--- src/rtl/barrel_pkg.sv ---
// Shared op encodings and the mux-level to pipeline-stage split helpers for the barrel shifter.
package barrel_pkg;

    localparam int unsigned OP_WIDTH = 3;

    localparam logic [OP_WIDTH-1:0] OP_SLL = 3'd0;
    localparam logic [OP_WIDTH-1:0] OP_SRL = 3'd1;
    localparam logic [OP_WIDTH-1:0] OP_SRA = 3'd2;
    localparam logic [OP_WIDTH-1:0] OP_ROL = 3'd3;
    localparam logic [OP_WIDTH-1:0] OP_ROR = 3'd4;

    function automatic int unsigned lvls_per_stage(input int unsigned sa_w, input int unsigned stages);
        return (sa_w + stages - 1) / stages;
    endfunction

    function automatic int unsigned stage_lvl_lo(input int unsigned stage, input int unsigned sa_w,
                                                 input int unsigned stages);
        int unsigned lo;
        lo = stage * lvls_per_stage(sa_w, stages);
        return (lo > sa_w) ? sa_w : lo;
    endfunction

    // Trailing stages may end up with zero levels when the split does not divide evenly.
    function automatic int unsigned stage_lvl_cnt(input int unsigned stage, input int unsigned sa_w,
                                                  input int unsigned stages);
        int unsigned lo;
        int unsigned hi;
        lo = stage_lvl_lo(stage, sa_w, stages);
        hi = lo + lvls_per_stage(sa_w, stages);
        if (hi > sa_w) hi = sa_w;
        return hi - lo;
    endfunction

    function automatic logic op_is_rot(input logic [OP_WIDTH-1:0] op);
        return (op == OP_ROL) || (op == OP_ROR);
    endfunction

    function automatic logic op_is_left(input logic [OP_WIDTH-1:0] op);
        return (op == OP_SLL) || (op == OP_ROL);
    endfunction

    function automatic logic op_is_legal(input logic [OP_WIDTH-1:0] op);
        return op <= OP_ROR;
    endfunction

endpackage

--- src/rtl/barrel_shifter_pipe_if.sv ---
// Operand/result streaming bus of the barrel shifter; slave is the shifter's view.
interface barrel_shifter_pipe_if #(
    parameter int unsigned DATA_WIDTH = 10,
    parameter int unsigned SA_WIDTH   = $clog2(DATA_WIDTH)
);
    logic                  i_valid;
    logic                  o_ready;
    logic [DATA_WIDTH-1:0] i_data;
    logic [SA_WIDTH-1:0]   i_sa;
    logic [2:0]            i_op;
    logic                  o_valid;
    logic                  i_ready;
    logic [DATA_WIDTH-1:0] o_data;
    logic                  o_zero;
    logic                  o_err;

    modport slave (
        input  i_valid, i_data, i_sa, i_op, i_ready,
        output o_ready, o_valid, o_data, o_zero, o_err
    );

    modport master (
        output i_valid, i_data, i_sa, i_op, i_ready,
        input  o_ready, o_valid, o_data, o_zero, o_err
    );
endinterface

--- src/rtl/barrel_stage.sv ---
// One pipeline stage: applies its right-shift/rotate mux levels, then an enable-gated register.
module barrel_stage
    import barrel_pkg::*;
#(
    parameter int unsigned DATA_WIDTH = 10,
    parameter int unsigned SA_WIDTH   = $clog2(DATA_WIDTH),
    parameter int unsigned LVL_LO     = 0,
    parameter int unsigned LVL_CNT    = 1
) (
    input  logic                  i_clk,
    input  logic                  i_rst,
    input  logic                  i_en,
    input  logic                  i_valid,
    input  logic [DATA_WIDTH-1:0] i_data,
    input  logic [SA_WIDTH-1:0]   i_sa,
    input  logic [OP_WIDTH-1:0]   i_op,
    input  logic                  i_fill,
    output logic                  o_valid,
    output logic [DATA_WIDTH-1:0] o_data,
    output logic [SA_WIDTH-1:0]   o_sa,
    output logic [OP_WIDTH-1:0]   o_op,
    output logic                  o_fill
);

    logic                    valid_d, valid_q;
    logic [DATA_WIDTH-1:0]   data_d, data_q;
    logic [SA_WIDTH-1:0]     sa_d, sa_q;
    logic [OP_WIDTH-1:0]     op_d, op_q;
    logic                    fill_d, fill_q;
    logic [2*DATA_WIDTH-1:0] wide;

    // Level k moves by 2^k; the upper half supplies either the fill bits or the wrapped bits.
    always_comb begin
        valid_d = i_valid;
        data_d  = i_data;
        sa_d    = i_sa;
        op_d    = i_op;
        fill_d  = i_fill;
        wide    = '0;
        for (int unsigned k = LVL_LO; k < LVL_LO + LVL_CNT; k++) begin
            wide = op_is_rot(i_op) ? {data_d, data_d} : {{DATA_WIDTH{i_fill}}, data_d};
            if (i_sa[k]) data_d = DATA_WIDTH'(wide >> (1 << k));
        end
    end

    always_ff @(posedge i_clk or posedge i_rst) begin
        if (i_rst) begin
            valid_q <= 1'b0;
            data_q  <= '0;
            sa_q    <= '0;
            op_q    <= '0;
            fill_q  <= 1'b0;
        end else if (i_en) begin
            valid_q <= valid_d;
            data_q  <= data_d;
            sa_q    <= sa_d;
            op_q    <= op_d;
            fill_q  <= fill_d;
        end
    end

    assign o_valid = valid_q;
    assign o_data  = data_q;
    assign o_sa    = sa_q;
    assign o_op    = op_q;
    assign o_fill  = fill_q;

endmodule

--- src/rtl/barrel_shifter_pipe.sv ---
// Pipelined barrel shifter/rotator with a global-stall valid/ready stream.
// Left ops are bit-reversed around a right-shift core; rotates are reduced mod DATA_WIDTH up front.
module barrel_shifter_pipe
    import barrel_pkg::*;
#(
    parameter int unsigned DATA_WIDTH  = 10,
    parameter int unsigned SA_WIDTH    = $clog2(DATA_WIDTH),
    parameter int unsigned PIPE_STAGES = 2
) (
    input  logic                  i_clk,
    input  logic                  i_rst,
    barrel_shifter_pipe_if.slave  bus
);

    localparam int unsigned NS = PIPE_STAGES;

    logic                  advance;
    logic [DATA_WIDTH-1:0] in_rev;
    logic [DATA_WIDTH-1:0] out_rev;
    logic [DATA_WIDTH-1:0] res_data;
    logic                  pre_valid;
    logic [DATA_WIDTH-1:0] pre_data;
    logic [SA_WIDTH-1:0]   pre_sa;
    logic                  pre_fill;

    logic                  st_valid [NS+1];
    logic [DATA_WIDTH-1:0] st_data  [NS+1];
    logic [SA_WIDTH-1:0]   st_sa    [NS+1];
    logic [OP_WIDTH-1:0]   st_op    [NS+1];
    logic                  st_fill  [NS+1];
    logic                  tail_unused;

    // Illegal ops pass through unshifted; rotates wrap because sa < 2*DATA_WIDTH.
    always_comb begin
        in_rev = '0;
        for (int unsigned i = 0; i < DATA_WIDTH; i++) in_rev[i] = bus.i_data[DATA_WIDTH-1-i];
        pre_valid = bus.i_valid;
        pre_data  = op_is_left(bus.i_op) ? in_rev : bus.i_data;
        pre_fill  = (bus.i_op == OP_SRA) & bus.i_data[DATA_WIDTH-1];
        pre_sa    = bus.i_sa;
        if (!op_is_legal(bus.i_op)) begin
            pre_sa = '0;
        end else if (op_is_rot(bus.i_op) &&
                     ({1'b0, bus.i_sa} >= (SA_WIDTH+1)'(DATA_WIDTH))) begin
            pre_sa = SA_WIDTH'(bus.i_sa - SA_WIDTH'(DATA_WIDTH));
        end
    end

    assign st_valid[0] = pre_valid;
    assign st_data[0]  = pre_data;
    assign st_sa[0]    = pre_sa;
    assign st_op[0]    = bus.i_op;
    assign st_fill[0]  = pre_fill;

    assign advance     = !st_valid[NS] || bus.i_ready;
    assign bus.o_ready = advance;

    for (genvar s = 0; s < NS; s++) begin : g_stage
        barrel_stage #(
            .DATA_WIDTH (DATA_WIDTH),
            .SA_WIDTH   (SA_WIDTH),
            .LVL_LO     (stage_lvl_lo(s, SA_WIDTH, NS)),
            .LVL_CNT    (stage_lvl_cnt(s, SA_WIDTH, NS))
        ) u_stage (
            .i_clk   (i_clk),
            .i_rst   (i_rst),
            .i_en    (advance),
            .i_valid (st_valid[s]),
            .i_data  (st_data[s]),
            .i_sa    (st_sa[s]),
            .i_op    (st_op[s]),
            .i_fill  (st_fill[s]),
            .o_valid (st_valid[s+1]),
            .o_data  (st_data[s+1]),
            .o_sa    (st_sa[s+1]),
            .o_op    (st_op[s+1]),
            .o_fill  (st_fill[s+1])
        );
    end

    // Undo the input reversal for left ops and derive the result flags.
    always_comb begin
        out_rev = '0;
        for (int unsigned i = 0; i < DATA_WIDTH; i++) out_rev[i] = st_data[NS][DATA_WIDTH-1-i];
        res_data = op_is_left(st_op[NS]) ? out_rev : st_data[NS];
    end

    assign bus.o_valid = st_valid[NS];
    assign bus.o_data  = res_data;
    assign bus.o_zero  = st_valid[NS] && (res_data == '0);
    assign bus.o_err   = !op_is_legal(st_op[NS]);

    assign tail_unused = ^{st_sa[NS], st_fill[NS]};

endmodule

--- src/flat_wrapper.sv ---
// flat-port wrapper written by rule: the top's interface ports become plain ports
module barrel_shifter_pipe_flat import barrel_pkg::*;
#(
    parameter int unsigned DATA_WIDTH  = 10,
    parameter int unsigned SA_WIDTH    = $clog2(DATA_WIDTH),
    parameter int unsigned PIPE_STAGES = 2
)
  (i_clk, i_rst, bus_i_valid, bus_i_data, bus_i_sa, bus_i_op, bus_i_ready, bus_o_ready, bus_o_valid, bus_o_data, bus_o_zero, bus_o_err);
  barrel_shifter_pipe_if #(.DATA_WIDTH(DATA_WIDTH), .SA_WIDTH(SA_WIDTH)) bus_i ();
  input  logic i_clk;
  input  logic i_rst;
  input wire logic [$bits(bus_i.i_valid)-1:0] bus_i_valid;
  input wire logic [$bits(bus_i.i_data)-1:0] bus_i_data;
  input wire logic [$bits(bus_i.i_sa)-1:0] bus_i_sa;
  input wire logic [$bits(bus_i.i_op)-1:0] bus_i_op;
  input wire logic [$bits(bus_i.i_ready)-1:0] bus_i_ready;
  output wire logic [$bits(bus_i.o_ready)-1:0] bus_o_ready;
  output wire logic [$bits(bus_i.o_valid)-1:0] bus_o_valid;
  output wire logic [$bits(bus_i.o_data)-1:0] bus_o_data;
  output wire logic [$bits(bus_i.o_zero)-1:0] bus_o_zero;
  output wire logic [$bits(bus_i.o_err)-1:0] bus_o_err;
  assign bus_i.i_valid = bus_i_valid;
  assign bus_i.i_data = bus_i_data;
  assign bus_i.i_sa = bus_i_sa;
  assign bus_i.i_op = bus_i_op;
  assign bus_i.i_ready = bus_i_ready;
  assign bus_o_ready = bus_i.o_ready;
  assign bus_o_valid = bus_i.o_valid;
  assign bus_o_data = bus_i.o_data;
  assign bus_o_zero = bus_i.o_zero;
  assign bus_o_err = bus_i.o_err;
  barrel_shifter_pipe #(.DATA_WIDTH(DATA_WIDTH), .SA_WIDTH(SA_WIDTH), .PIPE_STAGES(PIPE_STAGES)) u_core (.i_clk(i_clk), .i_rst(i_rst), .bus(bus_i));
endmodule
--- config.mk ---
export PLATFORM = sky130hd
export DESIGN_NAME = barrel_shifter_pipe_flat
export DESIGN_NICKNAME = d
export VERILOG_FILES = /design/src/rtl/barrel_pkg.sv /design/src/rtl/barrel_shifter_pipe_if.sv /design/src/rtl/barrel_stage.sv /design/src/rtl/barrel_shifter_pipe.sv /design/src/flat_wrapper.sv
export SDC_FILE = /design/constraint.sdc
export NUM_CORES = 1
export LEC_CHECK = 0
export ABC_AREA = 1
export BUFFER_PORTS_ARGS = -buffer_cell sky130_fd_sc_hd__buf_2
export CAP_MARGIN = 20
export CORE_AREA = 2 2 67 117
export CTS_BUF_LIST = sky130_fd_sc_hd__clkbuf_4 sky130_fd_sc_hd__clkbuf_8
export CTS_CLUSTER_DIAMETER = 80
export DETAILED_ROUTE_END_ITERATION = 10
export DIE_AREA = 0 0 69 119
export PLACE_DENSITY_LB_ADDON = 0.1
export SLEW_MARGIN = 20
export SYNTH_ARGS = -nofsm -noshare
export SYNTH_HDL_FRONTEND = slang
export SYNTH_SLANG_ARGS = --single-unit
--- constraint.sdc ---
create_clock -name i_clk -period 2 [get_ports i_clk]
set_input_delay 0 -clock i_clk [delete_from_list [all_inputs] [get_ports i_clk]]
set_output_delay 0 -clock i_clk [all_outputs]
set_load 0.05 [all_outputs]
Word-level counts from Yosys, hierarchy flattened:

Index checks and enable logic that the tools add are counted.

* register bits: 33
* bits of input ports: 21
* output and inout bits: 14

* reductions and logical operators: 12
* bitwise operators: 1
* $add $sub $neg: 1
* equality and inequality tests: 6
* order comparisons: 3
* mux-type cells: 12

Operator list (count)
* $mux 10: 6
* $mux 18: 1
* $mux 14: 1
* $eq 3x2->1 const B: 4
* $mux 12: 1
* $mux 11: 1
* $logic_not 10->1: 1
* $mux 4: 2
* $eq 3x3->1 const B: 2
* $le 3x3->1 const B: 2
* $logic_not 3->1: 2
* $logic_or 1x1->1: 5
* $ge 4x4->1 const B: 1
* $sub 4x4->4 const B: 1
* $logic_and 1x1->1: 2
* $logic_not 1->1: 2
* $and 1x1->1: 1

Depth between registers and ports, before layout:

Gate-level depths: netlist of run 1.

* depth in word-level cells: 8
* gate-level depth with buffers: 11
* mapped depth without buffers: 11

Modules after synthesis:

A second synthesis of run 1 with hierarchy kept.

* cell total of the unflattened synthesis: 374
* area, all modules: 2519.9 um^2

By module, submodules not included
* barrel_stage at u_core.g_stage[1].u_stage: area each 1002.2 um^2, times used 1, cells an instance 137
* barrel_stage at u_core.g_stage[0].u_stage: area each 999.7 um^2, times used 1, cells an instance 126
* barrel_shifter_pipe: area each 518.0 um^2, times used 1, cells an instance 111

Worst setup path before layout of run 1:

Ideal clock, no wire load.

* kind: register to output
* from: register u_core.g_stage[1].u_stage.op_q[0]
* to: output port bus_o_zero
* required time: 2.000 ns
* path buffers: 0
* slack: -0.776 ns
* cell stages (with the launch flop): 6
* arrival: 2.776 ns
* cells stage by stage: dfrtp_1 xnor2_1 nand2_2 nand2_1 nand2_1 nor4_1

* word-level cells in the longest chain between the ends: 5
* elaborated cells between the ends (all ways): 6
* classes of those cells: eq/ne (1); mux (1); reduce/logical (4)

RTL lines
* from (decl): line barrel_stage.sv:28 `logic [OP_WIDTH-1:0] op_d, op_q;`
* from (signal assigned): line barrel_stage.sv:57 `op_q <= op_d;`
* $eq 3x2->1 / $logic_not 3->1 (equally long branches): line barrel_pkg.sv:39 `return (op == OP_SLL) || (op == OP_ROL);`
* $logic_or 1x1->1 *: line barrel_pkg.sv:39
* $mux 10 *: line barrel_shifter_pipe.sv:85 `res_data = op_is_left(st_op[NS]) ? out_rev : st_data[NS];`
* named net bus_o_data[8]: line flat_wrapper.sv:19 `output wire logic [$bits(bus_i.o_data)-1:0] bus_o_data;`
* $logic_not 10->1 *: line barrel_shifter_pipe.sv:90 `assign bus.o_zero = st_valid[NS] && (res_data == '0);`
* $logic_and 1x1->1 *: line barrel_shifter_pipe.sv:90
* to (decl): line flat_wrapper.sv:20 `output wire logic [$bits(bus_i.o_zero)-1:0] bus_o_zero;`

Mark *: on every way through the listed nets, which the timed path passes. The rest lies on a longest branch.

Worst setup path after layout of run 1:

* from: register u_core.g_stage[1].u_stage.op_q[0]
* to: output port bus_o_zero

* word-level cells in the longest chain between the ends: 5
* elaborated cells between the ends (all ways): 6
* classes of those cells: eq/ne (1); mux (1); reduce/logical (4)

RTL lines (line)
* $eq 3x2->1 / $logic_not 3->1 (equally long branches): barrel_pkg.sv:39
* $logic_or 1x1->1 *: barrel_pkg.sv:39
* $mux 10 *: barrel_shifter_pipe.sv:85
* $logic_not 10->1 *: barrel_shifter_pipe.sv:90
* $logic_and 1x1->1 *: barrel_shifter_pipe.sv:90

Mark *: on every way between the ends. The rest lies on a longest branch, timed or not.

==> results of run 1 <==
-- cells in the final DEF, fill, tap and decap left out, drive strengths merged --
| cell | instances |
|---|---|
| o21a | 1 |
| nand3 | 47 |
| nor2 | 11 |
| a21oi | 11 |
| inv | 32 |
| or2 | 3 |
| nand2 | 127 |
| dfrtp | 31 |
| clkinv | 1 |
| o21ai | 38 |
| ha | 1 |
| nor3 | 1 |
| nor4 | 2 |
| o22ai | 2 |
| xnor2 | 1 |
| buf | 39 |
| clkbuf | 6 |
| a31oi | 1 |
| o211ai | 7 |
| dlygate4sd3 | 2 |
-- cell type report --
type,count,share of cell area (%)
well taps,88,4.420
repair buffers,41,9.141
clock buffers,6,3.064
multi-input cells,253,47.26
inverters,33,4.972
flip-flops and latches,31,31.14
-- how the worst min path moves through the flow --
stage	to	cells past startpoint
after floorplan	u_core.g_stage[0].u_stage.o_data[0]	1
after detailed placement	u_core.g_stage[1].u_stage.o_op[2]	3
after global routing	u_core.g_stage[1].u_stage.o_valid	4
after CTS	u_core.g_stage[1].u_stage.o_valid	4
final	u_core.g_stage[1].u_stage.o_valid	4
after global placement	u_core.g_stage[1].u_stage.o_op[2]	3
-- what timing repair did --
item / 4_1_cts / 5_1_grt
resized for setup: 0 / 0
hold buffers: 2 / 0
endpoints found under the hold margin: 32 / 0
-- sequential cells by signal (all words and copies together), names as in the netlist --
name and flops:
u_core.g_stage.u_stage.o_data 20, u_core.g_stage.u_stage.o_op 6, u_core.g_stage.u_stage.o_sa 2, u_core.g_stage.u_stage.o_valid 2, u_core.g_stage.u_stage.o_fill 1
-- layer usage --
layer | global-route usage [%] | routed length, um
met1 | 15.25 | 2153
met5 | 0 | 0
met4 | 6.985 | 134
met3 | 2.369 | 180
met2 | 31.19 | 3312
-- power by group --
| group | internal (mW) | switching [mW] | total (mW) |
|---|---|---|---|
| Combinational | 0.334 | 0.907 | 1.24 |
| Sequential | 0.766 | 0.111 | 0.877 |
| Clock | 0.245 | 0.208 | 0.453 |
-- synthesized netlist by cell type, drive strengths merged --
cell type    n  area share (%)
a21oi       11             3.1
a31oi        1            0.29
buf          6             1.8
clkbuf       6             1.1
clkinv       1            0.18
dfrtp       31              37
ha           1            0.59
inv         32             5.7
nand2      127              23
nand3       47              11
nor2        11             2.1
nor3         1            0.24
nor4         2            0.59
o211ai       7             2.5
o21a         1            0.35
o21ai       38             9.1
o22ai        2            0.59
or2          3            0.88
xnor2        1            0.41
-- critical path: stages, from the launching register on --
cell	delay, ps
dfrtp_1	390
xnor2_1	280
nand2_2	100
nand2_1	70
nand2_1	90
nor4_4	240
buf_2	290
-- per-stage QoR --
stage	instance area (um2)	power (mW)	std cells	util (%)
after floorplan	2138	1.834	329	-
after global placement	2395	2.130	444	32.55
after detailed placement	2395	2.137	444	32.55
after CTS	2491	2.611	452	33.86
after global routing	2491	2.787	452	33.86
final	2491	2.570	452	33.86
-- kinds of logic (layout without fill, tap and decap cells) --
logic type | count (synthesis) | count (layout) | synth area share [%]
adder cells (fa/ha/maj) | 1 | 1 | 0.5892
buffers and inverters | 45 | 80 | 8.721
flip-flops | 31 | 31 | 36.53
XOR/XNOR | 1 | 1 | 0.4126
AO/OA/AOI/OAI | 60 | 60 | 15.97
AND/OR/NAND/NOR | 191 | 191 | 37.77
==> summary.txt, run 1 <==
Status
  • Status: complete, no violations

Setup path
  • Crit Path Max Fanout: 3
  • Worst R2R Start: u_core.g_stage[0].u_stage.o_op[0]
  • Worst setup EP type: primary output
  • Worst R2R End: u_core.g_stage[1].u_stage.o_data[9]
  • R2R Setup Slk: 490 ps
  • Crit path launch type: flop
  • CP required: 2000 ps
  • R2R depth: 8
  • Worst EP arrival: 1750 ps
  • Crit Path Category: reg2out
  • CP Capture Point: bus_o_zero
  • Crit path from: u_core.g_stage[1].u_stage.o_op[0]

STA
  • Max Transition Viols Final: 0
  • Final setup violation count: 0
  • Worst slew margin: 68.03%
  • Unrepaired setup endpoints after global routing: false
  • Setup_tns: 0 ps
  • PnR worst setup slack: 252.6 ps
  • Worst Hold Slack: 1.877 ps
  • Tcrit/Tclk final: 87.37%
  • Highest clock rate: 572.3 MHz
  • Tmin final: 1747 ps
  • Final Hold Vio Count: 0
  • Skew final: 6.182 ps
  • Worst Tran Pin Value: 479.5 ps

Clocking
  • Setup Buffers After CTS: 0
  • CTS root buffer: clkbuf_8
  • H-tree levels: 2
  • CTS tree: yes
  • CTS Buf Count: 5
  • Num Clock Sinks: 31
  • Clock Latency Late Sink: 280 ps
  • Clk buf depth: 2
  • Clk slew on worst S/H paths: 60 ps

Routing
  • DR iter-0 viols: 74
  • Routed wire per std cell: 12.79 um
  • Wirelength, routed: 5.782 mm
  • Vias: 2177
  • Drt drc: 0
  • Via density: 4.816
  • Post-route ant nets: 0
  • Detailed Routing Iterations Pass 1: 4

Final layout
  • Area of the multi-input gates: 0.001177 mm2
  • Antenna diodes: 0
  • Filler cell count: 888
  • Final #Nets: 387
  • Register Area: 775.7 um2
  • Layout cells sized above 1: 15.38%
  • Area Overhead vs Synth: 17.32%

Global routing
  • GRT Overall Usage: 15.64%
  • Antenna violations before repair: 0
  • Largest net degree at the start of global routing: 41
  • Total grt overflow: 0
  • Vias in the first global route: 2211
  • First-pass GRT wire length: 10.38 mm

Placed design
  • Post-place setup slack: 513.4 ps
  • Routability cong.: 0.7971
  • IO Port Bufs: 34
  • Detailed placer's ending HPWL: 4.588 mm

Floorplanning
  • Chip Height: 119 um
  • Die area: 0.008211 mm2
  • Row count: 42
  • IO Count: 35
  • Die Wd: 69 um
  • Core area: 0.007357 mm2
  • Starting density of the core: 28.86%

Power
  • Pwr/cell area: 1032 mW/mm2
  • Worst VDD drop: 0.2614 mV
  • P_leak: 1.289 nW

Synthesis
  • Syn avg cell area: 6.454 um2
  • #FFs+latches synth: 31
  • Cell area after synthesis: 0.002123 mm2
  • Synth Net Count: 351
  • Syn Inst Count: 329
  • YS warnings: 0
  • Netlist cell types: 28
  • Sequential area share after synthesis: 36.54%

Worst hold path
  • Hold crit path type: in2reg
  • Worst hold start: bus_i_ready

Flow run
  • Max Cap Viol: 0
(Power assumes the default switching activity.)
==> inputs of run 2 (changes only) <==
Settings changed: GPL_TIMING_DRIVEN set to 0.
==> summary.txt, run 2 (synthesized netlist as in run 1, its figures left out) <==
Final layout
  • Final #Nets: 394
  • Max reg flops: 20
  • Layout cells sized above 1: 16.35%
  • Fin cells: 461
  • Antenna diodes: 0
  • Leading cell types in the layout, fill and taps excluded: nand2_1 (125), nand3_1 (46), buf_2 (34), dfrtp_1 (31)
  • Area Overhead vs Synth: 19.86%
  • Most common library cell in the layout ignoring fill and taps: nand2_1

Power
  • Worst VDD drop: 0.2563 mV
  • Net Sw Power: 1.255 mW
  • Pwr/cell area: 1041 mW/mm2
  • Sequential power share: 32.5%
  • Power consumption: 2.648 mW
  • Clk pwr share: 18.7%
  • Internal power: 1.394 mW
  • P_leak: 1.314 nW
  • Net Sw Frac: 47.37%
  • Part of the power in combinational logic: 48.8%

Clocking
  • Num Clock Sinks: 31
  • Clock Latency Late Sink: 290 ps
  • CTS Buf Count: 5
  • H-tree levels: 2
  • CTS tree: yes
  • CTS root buffer: clkbuf_8
  • Clk slew on worst S/H paths: 60 ps
  • Clk buf depth: 2

STA
  • Final setup violation count: 0
  • Worst slew margin: 56.21%
  • Setup_tns: 0 ps
  • Final Hold Vio Count: 0
  • Tmin final: 1789 ps
  • Skew final: 6.247 ps
  • Tcrit/Tclk final: 89.43%
  • PnR worst setup slack: 211.5 ps
  • Highest clock rate: 559.1 MHz
  • Worst Tran Pin Value: 656.0 ps
  • Unrepaired setup endpoints after global routing: false
  • Max Transition Viols Final: 0

Routing
  • Routed wire per std cell: 13.13 um
  • Wirelength, routed: 6.051 mm
  • M1 WL: 2.218 mm
  • Detailed Routing Iterations Pass 1: 4
  • Via density: 4.803
  • Vias: 2214
  • Drt drc: 0
  • Routed wl met3: 161 um
  • Met2 wire len: 3.556 mm
  • Post-route ant nets: 0
  • DR iter-0 viols: 88
  • Top Metal Used: met4

Setup path
  • Crit Path Category: reg2out
  • Worst setup EP type: primary output
  • CP required: 2000 ps
  • Worst R2R End: u_core.g_stage[1].u_stage.o_data[4]
  • Crit Path Max Fanout: 9
  • R2R depth: 6
  • Crit path launch type: flop
  • Worst R2R Start: u_core.g_stage[0].u_stage.o_sa[3]
  • Worst EP arrival: 1790 ps
  • R2R Setup Slk: 390 ps

Placed design
  • Routability cong.: 0.7871
  • Post-place setup slack: 396.9 ps
  • IO Port Bufs: 34
  • DP Cell Count: 451
  • Detailed placer's ending HPWL: 4.910 mm

Global routing
  • First-pass GRT wire length: 10.59 mm
  • Total grt overflow: 0
  • Largest net degree at the start of global routing: 32
  • Vias in the first global route: 2205
  • GRT Overall Usage: 16.05%
  • Antenna violations before repair: 0

Floorplanning
  • Starting density of the core: 28.86%
  • Die area: 0.008211 mm2
  • Die Wd: 69 um
  • Row count: 42
  • Chip Height: 119 um
  • Core area: 0.007357 mm2
  • IO Count: 35

Worst hold path
  • Hold crit path type: in2reg
  • Hold Path End: u_core.g_stage[0].u_stage.o_op[1]
  • Hold Crit Depth: 3
  • Worst hold start: bus_i_op[1]

Flow run
  • Max Cap Viol: 0

Status
  • Status: complete, no violations
==> run 2: worst max path at each step <==
stage,startpoint,end,depth (start not counted)
final,u_core.g_stage[1].u_stage.o_op[0],bus_o_zero,6
after CTS,u_core.g_stage[1].u_stage.o_op[0],bus_o_zero,6
after global routing,u_core.g_stage[1].u_stage.o_op[0],bus_o_data[6],6
after floorplan,u_core.g_stage[1].u_stage.o_op[0],bus_o_data[0],4
after global placement,u_core.g_stage[1].u_stage.o_op[0],bus_o_zero,6
after detailed placement,u_core.g_stage[1].u_stage.o_op[0],bus_o_zero,6
==> run 2: cell type report <==
type                       count  area [um2]
multi-input combinational    253        1185
clock inverter                 1       5.005
timing repair buffer          36       200.2
sequential                    31       775.7
tap                           88       110.1
inverter                      33       123.9
clock buffer                   7       83.83
fill                         877        4812
buffer                        12       61.31
==> run 2: worst max-delay path, cell delays in order (launching register included) <==
cell     delay (ps)
dfrtp_1         400
xnor2_2         220
nand2_2         160
nand2_1          90
nand2_1          90
nor4_4          240
buf_2           290
==> run 2: routing by layer <==
layer,vias up,track usage (%)
met3,11,1.777
li1,1162,-
met2,51,32.45
met1,990,16.24
met4,0,5.882
met5,-,0
==> run 2: power groups by stage <==
| stage | combinational, mW | clock, mW | sequential (mW) |
|---|---|---|---|
| 2_1_floorplan | 0.979 | 0 | 0.855 |
| 3_3_place_gp | 1.27 | 0 | 0.868 |
| 3_5_place_dp | 1.28 | 0 | 0.873 |
| 4_1_cts | 1.28 | 0.515 | 0.861 |
| 5_1_grt | 1.44 | 0.533 | 0.882 |
| 6_report | 1.29 | 0.495 | 0.861 |
==> run 2: stage by stage <==
| step | util, % | instance area, um2 | hold WS, ps |
|---|---|---|---|
| CTS | 34.35 | 2527 | 30.31 |
| finish | 34.59 | 2545 | 29.42 |
| floorplan | - | 2138 | 103.5 |
| detailed placement | 32.87 | 2419 | 132.3 |
| global placement | 32.87 | 2419 | 222.5 |
| global route | 34.59 | 2545 | 46.15 |
==> run 2: what timing repair did <==
| item | in CTS | in global routing |
|---|---|---|
| hold endpoints to repair | 32 | 0 |
| setup endpoints to repair | 0 | 7 |
| hold buffers | 2 | 0 |
| buffers inserted | 0 | 0 |
| resized for setup | 0 | 5 |
==> inputs of run 3 (changes only) <==
Settings changed: CORE_AREA 2 2 67 117 to 2 2 57 98, DIE_AREA 0 0 69 119 to 0 0 59 100.
==> summary.txt, run 3 (synthesized netlist as in run 1, its figures left out) <==
Status
  • Status: complete, no violations

Placed design
  • IO Port Bufs: 34
  • Routability cong.: 0.8939
  • DP Cell Count: 418
  • Placed Area: 0.002377 mm2
  • Detailed placer's ending HPWL: 4.389 mm

Global routing
  • Antenna violations before repair: 0
  • Vias in the first global route: 2210
  • GRT Overall Usage: 20.80%
  • First-pass GRT wire length: 9.411 mm
  • Total grt overflow: 0
  • Largest net degree at the start of global routing: 32

Final layout
  • Final instance area: 0.002501 mm2
  • Fin cells: 428
  • Max reg flops: 20
  • Area Overhead vs Synth: 17.80%
  • Antenna diodes: 0
  • Layout cells sized above 1: 16.35%
  • Leading cell types in the layout, fill and taps excluded: nand2_1 (125), nand3_1 (46), buf_2 (35), dfrtp_1 (31)
  • Most common library cell in the layout ignoring fill and taps: nand2_1
  • Final #Nets: 394

STA
  • Unrepaired setup endpoints after global routing: false
  • Final Hold Vio Count: 0
  • Highest clock rate: 558.1 MHz
  • Worst Tran Pin Value: 620.5 ps
  • Skew final: 5.109 ps
  • Max Transition Viols Final: 0
  • Setup_tns: 0 ps
  • Final setup violation count: 0
  • Worst slew margin: 58.57%
  • Tcrit/Tclk final: 89.59%
  • Tmin final: 1792 ps

Clocking
  • CTS Buf Count: 5
  • Clk buf depth: 2
  • Setup Buffers After CTS: 0
  • Clk slew on worst S/H paths: 60 ps
  • Num Clock Sinks: 31
  • CTS tree: yes
  • Clock Latency Late Sink: 280 ps
  • CTS root buffer: clkbuf_8
  • H-tree levels: 2

Setup path
  • Most common cell type on the critical path: nand2_1
  • Slowest stage delay, CP: 400 ps
  • CP required: 2000 ps
  • Worst path slowest cell: dfrtp_1
  • Worst setup EP type: primary output
  • Crit Path Max Fanout: 9
  • CP bufs+invs: 1
  • Cell Chain, Critical Path: xnor2_2 -> nand2_2 -> nand2_1 -> nand2_1 -> nor4_4 -> buf_2
  • Stages on worst setup path: 6
  • Crit Path Category: reg2out
  • R2R depth: 6
  • Worst EP arrival: 1790 ps
  • CP delay by family, top: simple AND/OR/NAND/NOR gates
  • Crit path launch type: flop

Floorplanning
  • Chip Height: 100 um
  • Starting density of the core: 41.09%
  • Die area: 0.005900 mm2
  • Core area: 0.005167 mm2
  • IO Count: 35
  • Die Wd: 59 um
  • Row count: 35

Routing
  • Vias: 2227
  • Post-route ant nets: 0
  • Routed wire per std cell: 12.86 um
  • DR iter-0 viols: 47
  • Detailed Routing Iterations Pass 1: 4
  • Wirelength, routed: 5.506 mm
  • Drt drc: 0
  • Via density: 5.203

Flow run
  • Max Cap Viol: 0

Worst hold path
  • Hold crit path type: in2reg
  • Hold Crit Depth: 3

Power
  • Pwr/cell area: 1052 mW/mm2
  • Power consumption: 2.631 mW
  • P_leak: 1.314 nW
  • Worst VDD drop: 0.3031 mV
## run 3: final cells by class
type                            count  area [um2]
Fill cell                         567        2666
Multi-Input combinational cell    253        1185
Sequential cell                    31       775.7
Timing Repair Buffer               36       197.7
Inverter                           33       123.9
Clock buffer                        7       83.83
Tap cell                           55       68.82
Buffer                             12       61.31
Clock inverter                      1       5.005
## run 3: path summary, 6_finish.rpt
| check | startpoint | slack (ps) | end |
|---|---|---|---|
| min in group asynchronous | i_rst | 340 | u_core.g_stage[1].u_stage.o_op[0] |
| max in group asynchronous | i_rst | 1240 | u_core.g_stage[0].u_stage.o_data[2] |
| setup reg to reg | u_core.g_stage[0].u_stage.o_sa[3] | 400 | u_core.g_stage[1].u_stage.o_data[4] |
| hold reg to reg | u_core.g_stage[0].u_stage.o_valid | 450 | u_core.g_stage[1].u_stage.o_valid |
| setup / recovery | u_core.g_stage[1].u_stage.o_op[0] | 210 | bus_o_zero |
| hold / removal | bus_i_sa[3] | 20 | u_core.g_stage[0].u_stage.o_sa[3] |
## run 3: worst min-delay path, delay by kind of cell
family / cells / cell delay [ps]
compound gates: 2 / 150
buf+inv: 1 / 110
## run 3: report_power, final
group | internal (mW) | switching, mW
logic | 0.353 | 0.929
registers | 0.766 | 0.0944
clock network | 0.271 | 0.218
total | 1.39 | 1.24
## run 3: per-stage QoR
| step | hold slack [ps] | setup slack [ps] | utilization, % |
|---|---|---|---|
| 6_report | 15.60 | 208.2 | 48.40 |
| 2_1_floorplan | 103.5 | -59.52 | - |
| 3_5_place_dp | 122.7 | 402.9 | 46.00 |
| 3_3_place_gp | 220.0 | 432.4 | 46.00 |
| 4_1_cts | 12.66 | 90.60 | 48.11 |
| 5_1_grt | 10.85 | 83.28 | 48.40 |
## run 3: what timing repair did
item                                   4_1_cts  5_1_grt
setup endpoints to repair                    0        3
gates resized for setup                      0        4
hold buffers                                 2        0
endpoints found under the hold margin       32        0
## run 3: metal layers
metal  vias to the layer above  GRT usage, %  share of wire, %
li1                       1164             -                 -
met1                       989         18.23                37
met2                        54         42.22                57
met3                        20         2.448               2.1
met4                         0         11.19               4.7
met5                         -             0                 0
